$ cat src/rtl/vga_pkg.sv
// Shared constants and colour helper for the VGA sprite compositor.
package vga_pkg;

    localparam int COORD_W = 10;
    localparam logic [7:0] TRANSP_DEFAULT = 8'hE3;

    // Expand RRRGGGBB to the 12-bit pin order {B,G,R}; each channel is
    // left-justified with zero-filled LSBs.
    function automatic logic [11:0] rgb332_to_rgb444(input logic [7:0] d);
        return {d[1:0], 2'b00, d[4:2], 1'b0, d[7:5], 1'b0};
    endfunction

endpackage

$ cat src/rtl/vga_sprite_unit.sv
// One sprite channel: frame-latched position/enable, beam hit test and ROM address.
module vga_sprite_unit
    import vga_pkg::*;
#(
    parameter int SPR_W  = 32,
    parameter int SPR_H  = 32,
    parameter int SPR_AW = 10
) (
    input  logic               clk25m,
    input  logic               rst_n,
    input  logic               frame_tick,
    input  logic [COORD_W-1:0] px,
    input  logic [COORD_W-1:0] py,
    input  logic               valid_in,
    input  logic [COORD_W-1:0] spr_x,
    input  logic [COORD_W-1:0] spr_y,
    input  logic               spr_en,
    output logic [SPR_AW-1:0]  spr_addr,
    output logic               inside_s2
);

    localparam int XW = $clog2(SPR_W);
    localparam int YW = $clog2(SPR_H);
    localparam logic [COORD_W:0] W_LIM = (COORD_W + 1)'(SPR_W);
    localparam logic [COORD_W:0] H_LIM = (COORD_W + 1)'(SPR_H);

    logic [COORD_W-1:0] sx_reg, sy_reg;
    logic               en_reg;
    logic [COORD_W:0]   dx, dy;
    logic               inside_next, inside_s1_reg, inside_s2_reg;
    logic [SPR_AW-1:0]  addr_next, addr_reg;

    // The MSB of the 11-bit difference is the borrow: beam left of / above the sprite.
    assign dx = {1'b0, px} - {1'b0, sx_reg};
    assign dy = {1'b0, py} - {1'b0, sy_reg};

    assign inside_next = valid_in & en_reg & ~dx[COORD_W] & ~dy[COORD_W]
                       & (dx < W_LIM) & (dy < H_LIM);
    assign addr_next   = inside_next ? SPR_AW'({dy[YW-1:0], dx[XW-1:0]}) : '0;

    always_ff @(posedge clk25m or negedge rst_n) begin
        if (!rst_n) begin
            sx_reg        <= '0;
            sy_reg        <= '0;
            en_reg        <= 1'b0;
            addr_reg      <= '0;
            inside_s1_reg <= 1'b0;
            inside_s2_reg <= 1'b0;
        end else begin
            if (frame_tick) begin
                sx_reg <= spr_x;
                sy_reg <= spr_y;
                en_reg <= spr_en;
            end
            addr_reg      <= addr_next;
            inside_s1_reg <= inside_next;
            inside_s2_reg <= inside_s1_reg;
        end
    end

    assign spr_addr  = addr_reg;
    assign inside_s2 = inside_s2_reg;

endmodule

$ cat src/rtl/vga_sprite_layer.sv
// Sprite compositor: background addressing, per-sprite channels, priority mux,
// sync delay line and per-frame collision reporting.
module vga_sprite_layer
    import vga_pkg::*;
#(
    parameter int         NUM_SPRITES = 4,
    parameter int         SPR_W       = 32,
    parameter int         SPR_H       = 32,
    parameter int         SPR_AW      = 10,
    parameter int         REAL_WIDTH  = 640,
    parameter int         BG_AW       = 19,
    parameter logic [7:0] TRANSP      = TRANSP_DEFAULT
) (
    input  logic                            clk25m,
    input  logic                            rst_n,
    input  logic [COORD_W-1:0]              px,
    input  logic [COORD_W-1:0]              py,
    input  logic                            valid_in,
    input  logic                            hsync_in,
    input  logic                            vsync_in,
    input  logic                            frame_tick,
    input  logic [NUM_SPRITES*COORD_W-1:0]  spr_x,
    input  logic [NUM_SPRITES*COORD_W-1:0]  spr_y,
    input  logic [NUM_SPRITES-1:0]          spr_en,
    output logic [BG_AW-1:0]                bg_addr,
    input  logic [7:0]                      bg_data,
    output logic [NUM_SPRITES*SPR_AW-1:0]   spr_addr,
    input  logic [NUM_SPRITES*8-1:0]        spr_data,
    output logic [11:0]                     rgb,
    output logic                            hsync,
    output logic                            vsync,
    output logic [NUM_SPRITES-1:0]          collide
);

    logic [BG_AW-1:0]       bg_addr_reg, bg_addr_next;
    logic                   valid_s1_reg, valid_s2_reg;
    logic [1:0]             sync_s1_reg, sync_s2_reg, sync_s3_reg;
    logic [NUM_SPRITES-1:0] inside_s2, opaque, hit;
    logic [NUM_SPRITES-1:0] acc_reg, collide_reg;
    logic [7:0]             pix_sel;
    logic [11:0]            rgb_reg, rgb_next;

    assign bg_addr_next = valid_in ? BG_AW'(px) + BG_AW'(py) * BG_AW'(REAL_WIDTH) : '0;

    genvar gi;
    generate
        for (gi = 0; gi < NUM_SPRITES; gi++) begin : g_spr
            vga_sprite_unit #(
                .SPR_W  (SPR_W),
                .SPR_H  (SPR_H),
                .SPR_AW (SPR_AW)
            ) u_spr (
                .clk25m     (clk25m),
                .rst_n      (rst_n),
                .frame_tick (frame_tick),
                .px         (px),
                .py         (py),
                .valid_in   (valid_in),
                .spr_x      (spr_x[gi*COORD_W +: COORD_W]),
                .spr_y      (spr_y[gi*COORD_W +: COORD_W]),
                .spr_en     (spr_en[gi]),
                .spr_addr   (spr_addr[gi*SPR_AW +: SPR_AW]),
                .inside_s2  (inside_s2[gi])
            );

            assign opaque[gi] = inside_s2[gi] & (spr_data[gi*8 +: 8] != TRANSP);
            // A sprite collides when any other sprite is opaque on the same pixel.
            assign hit[gi]    = opaque[gi] & |(opaque & ~(NUM_SPRITES'(1) << gi));
        end
    endgenerate

    // Scan from lowest priority upward so sprite 0 wins.
    always_comb begin
        pix_sel = bg_data;
        for (int i = NUM_SPRITES - 1; i >= 0; i--) begin
            if (opaque[i]) pix_sel = spr_data[i*8 +: 8];
        end
        rgb_next = valid_s2_reg ? rgb332_to_rgb444(pix_sel) : 12'h000;
    end

    always_ff @(posedge clk25m or negedge rst_n) begin
        if (!rst_n) begin
            bg_addr_reg  <= '0;
            valid_s1_reg <= 1'b0;
            valid_s2_reg <= 1'b0;
            sync_s1_reg  <= '0;
            sync_s2_reg  <= '0;
            sync_s3_reg  <= '0;
            rgb_reg      <= '0;
            acc_reg      <= '0;
            collide_reg  <= '0;
        end else begin
            bg_addr_reg  <= bg_addr_next;
            valid_s1_reg <= valid_in;
            valid_s2_reg <= valid_s1_reg;
            sync_s1_reg  <= {hsync_in, vsync_in};
            sync_s2_reg  <= sync_s1_reg;
            sync_s3_reg  <= sync_s2_reg;
            rgb_reg      <= rgb_next;
            if (frame_tick) begin
                collide_reg <= acc_reg | hit;
                acc_reg     <= '0;
            end else begin
                acc_reg     <= acc_reg | hit;
            end
        end
    end

    assign bg_addr = bg_addr_reg;
    assign rgb     = rgb_reg;
    assign hsync   = sync_s3_reg[1];
    assign vsync   = sync_s3_reg[0];
    assign collide = collide_reg;

endmodule
$ cat config.mk
export PLATFORM = sky130hd
export DESIGN_NAME = vga_sprite_layer
export DESIGN_NICKNAME = d
export VERILOG_FILES = /design/src/rtl/vga_pkg.sv /design/src/rtl/vga_sprite_unit.sv /design/src/rtl/vga_sprite_layer.sv
export SDC_FILE = /design/constraint.sdc
export NUM_CORES = 1
export LEC_CHECK = 0
export BUFFER_PORTS_ARGS = -buffer_cell sky130_fd_sc_hd__buf_2
export CAP_MARGIN = 30
export CORE_MARGIN = 5
export CORE_UTILIZATION = 56
export DETAILED_ROUTE_END_ITERATION = 8
export PLACE_DENSITY_LB_ADDON = 0.3
export SLEW_MARGIN = 40
export SYNTH_ARGS = -nofsm -noshare
export SYNTH_HDL_FRONTEND = slang
export SYNTH_SLANG_ARGS = --single-unit
$ cat constraint.sdc
create_clock -name clk25m -period 3.5 [get_ports clk25m]
set_input_delay 0.35 -clock clk25m [delete_from_list [all_inputs] [get_ports clk25m]]
set_output_delay 0.35 -clock clk25m [all_outputs]
set_load 0.05 [all_outputs]
; ---- After elaboration in Yosys (flattened, before gate mapping)
; Index checks and enable logic that the tools add are counted.
[word_totals]
regBits = 179
in_bits = 150
wordCells = 107
[classes]
add_sub_neg = 9
n_mul = 1
magnitude_cmp = 8
eq_ne = 4
n_mux = 11
n_bitwise = 37
reduce_logical = 4
[op_table]
columns = op, n
row1 = < comparator 11 x 6 -> 1 bit (second input constant), 8
row2 = subtractor 10 x 10 -> 11 bit, 8
row3 = 2-to-1 mux 10 bit, 4
row4 = 2-to-1 mux 8 bit, 4
row5 = inequality test 8 bit (second input constant), 4
row6 = AND 1 bit, 28
row7 = adder 10 x 19 -> 19 bit, 1
row8 = 2-to-1 mux 19 bit, 1
row9 = multiplier 10 x 3 -> 12 bit (second input constant), 1
row10 = 2-to-1 mux 12 bit, 1
row11 = OR reduction 3 bit, 4
row12 = NOT 1 bit, 8
row13 = 2-to-1 mux 4 bit, 1
row14 = bitwise OR 4 bit, 1

; ---- Depth between registers and ports, before layout
; Gate-level depths: netlist (run 1).
[logic_depth]
ltp_word = 7
depth_mapped = 12
ltp_nobuf = 11

; ---- Modules after synthesis
; Synthesis (run 1) repeated with hierarchy kept, for this count alone.
[unflattened]
hier_cells = 1253
hier_area_um2 = 11643.7
[by_module_without_submodules]
columns = mod, instances, cells_each, area_each_um2, seq_area_each_um2
row1 = vga_sprite_unit at g_spr[1].u_spr ..., 2, 260, 2322.2, 825.8
row2 = vga_sprite_layer, 1, 242, 2572.5, 1076.0
row3 = vga_sprite_unit at g_spr[3].u_spr, 1, 243, 2222.1, 825.8
row4 = vga_sprite_unit at g_spr[0].u_spr, 1, 248, 2204.6, 825.8

; ---- Worst setup path before layout (run 1)
; No wires, ideal clock.
[synth_path]
path_kind = input to register
startpoint = input py[0]
endpoint = register g_spr[3].u_spr.addr_reg[4]
arrival_ns = 2.709
required_time_ns = 3.405
slack_ns = 0.695
stages = 12
path_buffers = 1
path_cell_list = inv_1 ha_1 inv_1 fa_1 a211oi_1 o21bai_1 a31oi_1 mux2i_1 a21o_1 or4_4 buf_6 nor4_4
[synth_between]
elab_chain_cells = 6
word_cells_on_any_way = 7
classes_between = add/sub (1) / order compare (1) / mux (1) / bitwise (4)
[synth_lines]
columns = element, line
row1 = "start, declared", vga_sprite_layer.sv:17  ; input logic [COORD_W-1:0] py,
row2 = subtractor 10 x 10 -> 11 bit *, vga_sprite_unit.sv:35  ; assign dy = {1'b0, py} - {1'b0, sy_reg};
row3 = branches (longest 3 deep; another with < comparator 11 x 6 -> 1 bit), n/a
row4 = AND 1 bit *, vga_sprite_unit.sv:38  ; & (dx < W_LIM) & (dy < H_LIM);
row5 = 2-to-1 mux 10 bit *, vga_sprite_unit.sv:39  ; assign addr_next = inside_next ? SPR_AW'({dy[YW-1:0], dx[XW-1:0]}) : '0;
row6 = net g_spr[3].u_spr.addr_next[4], vga_sprite_unit.sv:31  ; logic [SPR_AW-1:0] addr_next, addr_reg;
row7 = "end signal, assigned", vga_sprite_unit.sv:55  ; addr_reg <= addr_next;
row8 = "end, declared", vga_sprite_unit.sv:31
; Mark *: on every way through the listed nets, which the timed path passes.
; A chain may end at the register's enable or synchronous reset.

; ---- Final worst setup path (run 1)
[layout_path]
startpoint = input py[0]
endpoint = register g_spr[0].u_spr.addr_reg[3]
[layout_between]
elab_chain_cells = 6
word_cells_on_any_way = 7
classes_between = add/sub (1) / order compare (1) / mux (1) / bitwise (4)
[layout_lines]
columns = element, line
row1 = subtractor 10 x 10 -> 11 bit *, vga_sprite_unit.sv:35
row2 = branches (longest 3 deep; another with < comparator 11 x 6 -> 1 bit), n/a
row3 = AND 1 bit *, vga_sprite_unit.sv:38
row4 = 2-to-1 mux 10 bit *, vga_sprite_unit.sv:39
row5 = net g_spr[0].u_spr.addr_next[3], vga_sprite_unit.sv:31
row6 = "end signal, assigned", vga_sprite_unit.sv:55
row7 = "end, declared", vga_sprite_unit.sv:31
; Marked as above.

==> impl.org, run 1 <==
** Drt
- Total via count in the routed design :: between 9,000 and 10,000
- Number of violations reported at the end of detailed-routing iteration 0 :: around 590
- After detailed routing, the total wire length is around 30,000 um.
- Dividing the detail-routed via count by the number of cells gives 5.71.
- Mean routed wirelength per cell :: between 15 and 20 um
- Once detail routing completed, the nets flagged for antenna violations numbered 0.
- For this run, the detailed router's first-pass iteration total came to 5.
- In the routed design, unresolved DRC markers number 0.

** Min path
- Worst min-delay path category :: primary input to register

** Timing
- Fmax :: 0.328 GHz
- Setup tns final :: 0 ns
- Hold Violations, Final :: 0
- In this run the tightest slew margin relative to its limit is between 50 and 60%.
- In the finished design, the share of the clock period the worst path needs comes to just under 90%.
- Setup repair after global routing left no endpoint under its margin.
- Final hold slack :: around 0.025 ns
- The clock period could shrink to slightly above 3 ns.
- Count of final max-slew check failures :: 0
- Transition at the pin with the smallest max-transition slack :: 0.633 ns
- Final setup violating endpoints :: 0
- Worst clock skew on the final layout :: 0.0132 ns

** Flow run
- Across the run, the number of max-cap violations was 0.

** Status
- Outcome :: completed

** Worst setup path
- In this design, the critical path's most frequently occurring cell is sky130_fd_sc_hd__inv_1.
- Along the worst path, the maximum fanout reaches 11.
- Slowest-stage cell, CP :: sky130_fd_sc_hd__nor4b_1
- The critical path in this run is classified as primary input to register.
- On the worst path, the slowest cell contributes a delay of between 0.4 and 0.5 ns.
- The worst setup path is launched from a primary input.
- Traced cell by cell, the critical path runs through buf_2 > inv_1 > ha_1 > inv_1 > fa_1 > a211oi_1 > o21ai_0 > a21oi_1 > mux2i_1 > a2111oi_2 > nand3_1 > nor4b_1.
- At the worst endpoint, the arrival time is about 3.4 ns.
- STA classifies the critical path endpoint as a register.
- Data required time at the worst endpoint :: 3.81 ns
- R2R setup slack :: about 0.53 ns

** Placement
- Detailed Place HPWL :: ~22,000 um
- In this run the cell area measured after placement is 12,100 um^2.
- Total of buffers placed on input and output ports :: between 200 and 250
- Routability-driven placement finished with a final weighted congestion of between 0.9 and 1.

** Power and ir drop
- Power spread over the standard cell area amounts to 447 nW/um^2.
- Overall power consumption after layout is estimated at 5670 uW.
- Max rail drop VDD :: 0.000357 V
- Static power due to leakage :: 0.00632 uW

** Logic synthesis
- Summed over its instances, the top area cell type makes up 41.1% of the synthesized netlist area.
- Biggest area consumer among synthesized cells :: sky130_fd_sc_hd__dfrtp_1
- Synthesis produced a netlist whose cell count is approximately 1,100.
- Summing the sequential cell areas from Yosys gives 41.1% of the chip area.
- Post-synthesis cell area :: 10,600 um^2
- The number of different library cells used by synthesis comes to between 70 and 80.
- The synthesized design contains 0 enable-type register cells.
- In the synthesized netlist the async set-or-reset flop fraction comes to 100%.
- Synthesis inferred 175 register bits.
- In this run the mean area of a mapped cell was around 9.4 um^2.
- The most used flip-flop cell after synthesis is sky130_fd_sc_hd__dfrtp_1.
- Cell types with the largest area share after synthesis :: sky130_fd_sc_hd__dfrtp_1, sky130_fd_sc_hd__ha_1, sky130_fd_sc_hd__o21ai_0
- Yosys printed 0 warnings.

** Finish
- Leaving out fill and tap cells, the most frequent cell in the layout is sky130_fd_sc_hd__buf_2.
- The area growth from synthesis to layout is 19.1%.
- Final design instance area without fill :: about 13,000 um^2
- Proportion of layout cells with a drive suffix above 1 :: 22.7%
- In the layout the commonest cells are sky130_fd_sc_hd__buf_2, sky130_fd_sc_hd__dfrtp_1, sky130_fd_sc_hd__o21ai_0, sky130_fd_sc_hd__nand2_1, sky130_fd_sc_hd__inv_1.
- At the end of the flow, the number of nets in the layout was ~1,600.

** Global route
- The number of global-route vias before repair came to 8,945.
- For met2 alone, demand over resource in global routing was ~46%.
- The layer flagged by global routing as most heavily used is met2.
- Maximum number of pins on one net before global-route repair :: 110
- Number of antenna violations at the first check in global routing :: 0
- Grt met1 use :: between 30 and 40%
- Met3 GRT Util :: 4.48%
- The first global-routing pass estimated 46,200 um of wire.
- Global routing used about 27% of the available tracks.
- The total overflow left after global routing is 0.

** Floorplanning
- The die covers between 20,000 and 25,000 um^2.
- Count of boundary I/O pins :: between 200 and 250
- Starting Density :: 56.9%
- In this run the horizontal extent of the chip is around 150 um.
- The initialized floorplan defines 50 standard-cell rows.
- Vertical extent of the die :: between 100 and 150 um
- Core Footprint :: 18,700 um^2

** Clock network
- No sink is reached through more buffers than the 2 on the longest clock path.
- # H-tree levels :: 4
- Buffers inserted during clock tree synthesis total 17.
- The number of gates resized after CTS was 0.
- The clock drives 175 sinks.
- Clock Pin Slew Worst Setup and Hold Paths :: roughly 0.07 ns
- CTS tree :: built
- Root Buffer :: sky130_fd_sc_hd__clkbuf_16
- The later pin in the worst-skew pair is clocked with a latency of approximately 0.44 ns.
report_power, final:
part / internal [uW] / total (uW) / switching [uW]
sequential: 2140 / 2180 / 39.1
combinational: 626 / 1630 / 1000
clock: 947 / 1860 / 910
final timing paths:
path                                           from                          to  depth (start not counted)
max                                           py[0]  g_spr[0].u_spr.spr_addr[3]                         12
min                                        vsync_in              sync_s1_reg[0]                          1
max reg2reg                g_spr[0].u_spr.sy_reg[0]  g_spr[0].u_spr.spr_addr[3]                         10
min reg2reg                          sync_s2_reg[1]              sync_s3_reg[1]                          0
max in group asynchronous                     rst_n                  bg_addr[2]                          4
min in group asynchronous                     rst_n                  bg_addr[6]                          2
kinds of logic after synthesis:
kind of cell	count (synthesis)	share of synthesized area (%)
simple gates	340	16.2
compound gates	299	17.7
flops	175	41.1
buf+inv	145	5.41
fa+ha+maj	109	13.5
xor+xnor	40	3.29
mux	26	2.63
other cells	1	0.0352
routing by layer:
metal | up-vias | wire length [um] | part of all wire, %
li1 | 4458 | - | -
met1 | 4330 | 12400 | 42
met2 | 340 | 14400 | 49
met3 | 58 | 1880 | 6.4
met4 | 0 | 875 | 3.0
met5 | - | 0 | 0
worst max-delay path, delay by kind of cell:
family	cells	cell delay [ns]
buf+inv	3	0.49
simple gates	2	0.80
mux	1	0.13
fa+ha+maj	2	0.64
compound gates	4	0.92
area by class of cell:
type	instances	area, um^2
tap	234	293
clock buffer	17	425
inverter	107	402
multi-input combinational	818	5720
fill	1521	6030
antenna	1	2.50
timing repair buffer	242	1310
sequential	175	4380
clock inverter	15	149
metrics by stage:
step | setup WS, ns | utilization, % | cells
floorplan | 0.695 | - | 1138
finish | 0.453 | 67.8 | 1609
global placement | 0.242 | 64.4 | 1573
detailed placement | 0.136 | 64.4 | 1573
global route | 0.334 | 67.8 | 1608
CTS | 0.539 | 67.5 | 1605
what timing repair did:
action,CTS,global route
setup buffers,0,0
hold buffers,0,2
hold endpoints to repair,0,39
cells in the mapped netlist, types with 3 or more instances:
| cell type | n |
|---|---|
| sky130_fd_sc_hd__dfrtp_1 | 175 |
| sky130_fd_sc_hd__o21ai_0 | 116 |
| sky130_fd_sc_hd__nand2_1 | 109 |
| sky130_fd_sc_hd__inv_1 | 106 |
| sky130_fd_sc_hd__ha_1 | 99 |
| sky130_fd_sc_hd__nor2_1 | 65 |
| sky130_fd_sc_hd__a21oi_1 | 54 |
| sky130_fd_sc_hd__nor3_1 | 45 |
| sky130_fd_sc_hd__xnor2_1 | 28 |
| sky130_fd_sc_hd__clkbuf_1 | 27 |
| sky130_fd_sc_hd__a211oi_1 | 20 |
| sky130_fd_sc_hd__a21o_1 | 19 |
| sky130_fd_sc_hd__mux2_2 | 16 |
| sky130_fd_sc_hd__nor2b_1 | 14 |
| sky130_fd_sc_hd__nand2b_1 | 13 |
| sky130_fd_sc_hd__nand3_1 | 13 |
| sky130_fd_sc_hd__o21a_1 | 13 |
| sky130_fd_sc_hd__nor4_1 | 12 |
| sky130_fd_sc_hd__xor2_1 | 12 |
| sky130_fd_sc_hd__and2_1 | 11 |
| sky130_fd_sc_hd__a31oi_1 | 10 |
| sky130_fd_sc_hd__fa_1 | 10 |
| sky130_fd_sc_hd__mux2i_1 | 10 |
| sky130_fd_sc_hd__nand3b_1 | 10 |
| sky130_fd_sc_hd__nor3b_1 | 9 |
| sky130_fd_sc_hd__o211ai_1 | 9 |
| sky130_fd_sc_hd__buf_4 | 6 |
| sky130_fd_sc_hd__nand4_1 | 6 |
| sky130_fd_sc_hd__or3_1 | 6 |
| sky130_fd_sc_hd__nand4b_1 | 5 |
| sky130_fd_sc_hd__o22ai_1 | 5 |
| sky130_fd_sc_hd__or2_2 | 5 |
| sky130_fd_sc_hd__a211o_1 | 4 |
| sky130_fd_sc_hd__o31ai_1 | 4 |
| sky130_fd_sc_hd__a22oi_1 | 3 |
| sky130_fd_sc_hd__buf_1 | 3 |
| sky130_fd_sc_hd__nor4_2 | 3 |
| sky130_fd_sc_hd__nor4b_1 | 3 |
| sky130_fd_sc_hd__o2111ai_1 | 3 |
| sky130_fd_sc_hd__o21bai_1 | 3 |
| sky130_fd_sc_hd__o31a_1 | 3 |
| sky130_fd_sc_hd__or4_1 | 3 |
(Power assumes the default switching activity.)
==> run 2: changes to the inputs <==
--- a/config.mk
+++ b/config.mk
@@ -8,7 +8,8 @@
 export BUFFER_PORTS_ARGS = -buffer_cell sky130_fd_sc_hd__buf_2
 export CAP_MARGIN = 30
 export CORE_MARGIN = 5
-export CORE_UTILIZATION = 56
+export CORE_UTILIZATION = 57
+export CTS_BUF_LIST = sky130_fd_sc_hd__clkbuf_2
 export DETAILED_ROUTE_END_ITERATION = 8
 export PLACE_DENSITY_LB_ADDON = 0.3
 export SLEW_MARGIN = 40
==> impl.org, run 2 (synthesized netlist as in run 1, its figures left out) <==
** Flow run
- The number of violations of the max-capacitance limit was 0 (unchanged).

** Finish
- Final design instance area without fill :: 13,700 um^2 (+7.7%)
- The final net count came to 1,750 (+8.0%).
- The area taken by flip-flops and latches came to 4380 um^2 (unchanged).
- In the layout the commonest cells are sky130_fd_sc_hd__buf_2, sky130_fd_sc_hd__dfrtp_1, sky130_fd_sc_hd__dlygate4sd3_1, sky130_fd_sc_hd__o21ai_0, sky130_fd_sc_hd__nand2_1.
- The number of filler cells placed in the layout came to 1,374 (-9.7%).
- Area Growth Syn to Fin :: 28.3%
- The area used by multi-input combinational logic was 5720 um^2 (unchanged).
- Proportion of layout cells with a drive suffix above 1 :: 20.7% (-2.0 points)
- Leaving out fill and tap cells, the most frequent cell in the layout is sky130_fd_sc_hd__buf_2.

** Drt
- The aggregate routed wire length was 31,900 um (+8.1%).
- The via count normalized by instance count was 5.69 (-0.37%).
- Count of TritonRoute iterations in the first routing pass :: 6 (+1)
- Mean routed wirelength per cell :: 18.3 um (about the same)
- The number of remaining DRC errors came to 0 (unchanged).
- The initial detailed-routing violation count came to 689 (+16%).
- Total via count in the routed design :: 9,897 (+7.7%)
- Final ANT Viol Nets :: 0 (unchanged)

** Timing
- The post-route worst setup slack came to 0.250 ns (-0.204 ns).
- The count of pins over their slew limit is 0 (unchanged).
- Setup tns final :: 0 ns (unchanged)
- Worst clock skew on the final layout :: 0.0440 ns (+0.0308 ns)
- The count of endpoints failing setup in the final report is 0 (unchanged).
- The peak clock frequency supported by timing is 0.308 GHz (-6.3%).
- The post-route clock period utilization came to 92.9% (+5.8 points).
- Setup repair after global routing left no endpoint under its margin.
- The minimum clock period was 3.25 ns (+0.204 ns).
- The count of endpoints failing hold in the final timing report came to 0 (unchanged).
- Relative slew margins :: 48.7% (-8.9 points)
- Transition at the pin with the smallest max-transition slack :: 0.761 ns (+0.128 ns)

** Clock network
- # clock sinks :: 175 (unchanged)
- Clock insertion delay at the later pin of the skew report :: 0.79 ns (+0.35 ns)
- The number of gates given a new drive strength after cts was 0 (unchanged).
- In this run the clock root is driven by a sky130_fd_sc_hd__clkbuf_2.
- The number of buffers created by CTS was 17 (unchanged).
- TritonCTS built the clock tree.
- The clock-pin slew reported for the worst setup and hold paths after clock tree synthesis was 0.26 ns (+0.19 ns).
- The largest buffer count on any clock path came to 2 (unchanged).
- The level count of the clock H-tree came to 4 (unchanged).

** Power and ir drop
- The clock network power share is 23.1% (-9.7 points).
- The leakage power figure is 0.00672 uW (+6.5%).
- Fraction of power spent switching nets :: 36.0% (+1.5 points)
- Max rail drop VDD :: 0.000251 V (-30%)
- Sequential fraction of design power :: 42.7% (+4.2 points)
- The logic gate share of total power is 34.2% (+5.5 points).
- The total power density per cell area came to 375 nW/um^2 (-16%).
- Switching power summed over all nets :: 1840 uW (-5.6%)
- Cell-internal power :: 3280 uW (-12%)

** Worst setup path
- Data required time at the worst endpoint :: 4.18 ns (+0.37 ns)
- Cell family contributing the most delay on the critical path :: buffers and inverters
- The worst stage delay on the critical path was 0.55 ns (+0.12 ns).
- CP Class :: primary input to register
- Capturing element type of the critical path :: register
- Arrival time at the worst endpoint :: 3.93 ns (+0.58 ns)
- Startpoint Class :: primary input
- The number of buffer and inverter instances along the worst setup path was 4 (+1).
- The most numerous cell type found on the critical path is sky130_fd_sc_hd__inv_1.
- In this run the worst setup path begins at py[0].
- The startpoint identified for the worst register-to-register timing path is g_spr[0].u_spr.sy_reg[8].
- Slowest-stage cell, CP :: sky130_fd_sc_hd__dlygate4sd3_1
- The maximum fanout count along the critical path came to 11 (unchanged).
- Cells along the critical path :: dlygate4sd3_1 > buf_2 > inv_1 > ha_1 > inv_1 > fa_1 > a211oi_1 > o21ai_0 > a21oi_1 > mux2i_1 > a2111oi_2 > nand3_1 > nor4b_1

** Floorplanning
- The width of the die came to 147 um (-0.82%).
- Num rows :: 50 (unchanged)
- Core Footprint :: 18,500 um^2 (-1.0%)
- The die area came to 21,500 um^2 (-1.6%).
- The initial standard-cell utilization of the core came to 57.5% (+0.58 points).
- Count of boundary I/O pins :: 227 (unchanged)
- The die extent in y is 147 um (-0.82%).

** Placement
- GP Congestion :: 0.952 (+4.2%)
- Post-Place Cell Area :: 12,100 um^2 (about the same)
- Total of buffers placed on input and output ports :: 222 (unchanged)
- Pre-CTS setup slack :: 0.137 ns (+0.000861 ns)
- The placed wire-length estimate is 22,700 um (+3.1%).

** Status
- Outcome :: completed

** Global route
- Maximum number of pins on one net before global-route repair :: 77 (-30%)
- The initial antenna violation count was 1 (+1).
- The global-route total usage across every layer came to 29.8% (+3.0 points).
- Number of global-route vias before repair :: 10,000 (+12%)
- The global-route wire length before repair came to 51,100 um (+11%).
- The sum of overflow across all layers after global routing came to 0 (unchanged).

** Min path
- Min-delay src :: frame_tick
- Worst min-delay path category :: primary input to register
run 2: cell count changes in the layout (fill, tap and decap cells not counted), moves of 2 or more:
cell,before,now
sky130_fd_sc_hd__bufinv_16,0,3
sky130_fd_sc_hd__clkbuf_16,17,0
sky130_fd_sc_hd__clkbuf_2,0,18
sky130_fd_sc_hd__clkinv_8,2,0
sky130_fd_sc_hd__dlygate4sd3_1,2,133
sky130_fd_sc_hd__inv_8,3,1
run 2: timing repair:
action | CTS | global route
hold endpoints to repair | 176 | 0
buffers inserted | 0 | 0
hold buffers | 133 | 0
run 2: layout make-up:
type,instances,share of cell area (%)
clock inverter,14,1.33
sequential,175,32.1
inverter,107,2.94
clock buffer,18,0.660
timing repair buffer,372,19.0
tap,234,2.14
antenna,2,0.0366
multi-input combinational,818,41.9
run 2: stage by stage:
stage	hold slack, ns	std cells	power (uW)	util [%]
floorplan	0.0544	1138	3370	-
global placement	0.332	1573	3790	65.0
detailed placement	0.340	1573	3830	65.1
CTS	0.00222	1738	5120	73.7
global route	0.0270	1740	5410	73.8
finish	0.0374	1740	5130	73.8
run 2: power by group through the flow:
stage	Clock (uW)	Sequential [uW]	Combinational [uW]
6_report	1180	2190	1750
5_1_grt	1280	2200	1930
4_1_cts	1200	2190	1730
3_5_place_dp	0	2220	1610
3_3_place_gp	0	2220	1570
2_1_floorplan	0	2340	1030
run 2: worst paths after layout:
path / end / slack, ns / cells past startpoint
min in group asynchronous: g_spr[0].u_spr.sx_reg[6] / 0.11 / 2
max in group asynchronous: bg_addr[6] / 2.43 / 3
max: g_spr[0].u_spr.spr_addr[3] / 0.25 / 13
max reg2reg: g_spr[0].u_spr.spr_addr[3] / 0.39 / 9
min: g_spr[3].u_spr.sy_reg[7] / 0.04 / 2
min reg2reg: valid_s2_reg / 0.38 / 0
run 2: routing by layer:
layer / global-route usage (%) / vias up / part of all wire (%) / wire length (um)
met4: 13.8 / 0 / 4.5 / 1420
met5: 0 / - / 0 / 0
met3: 5.00 / 92 / 6.1 / 1960
met1: 36.8 / 4703 / 41 / 13000
li1: - / 4721 / - / -
met2: 51.1 / 381 / 49 / 15600
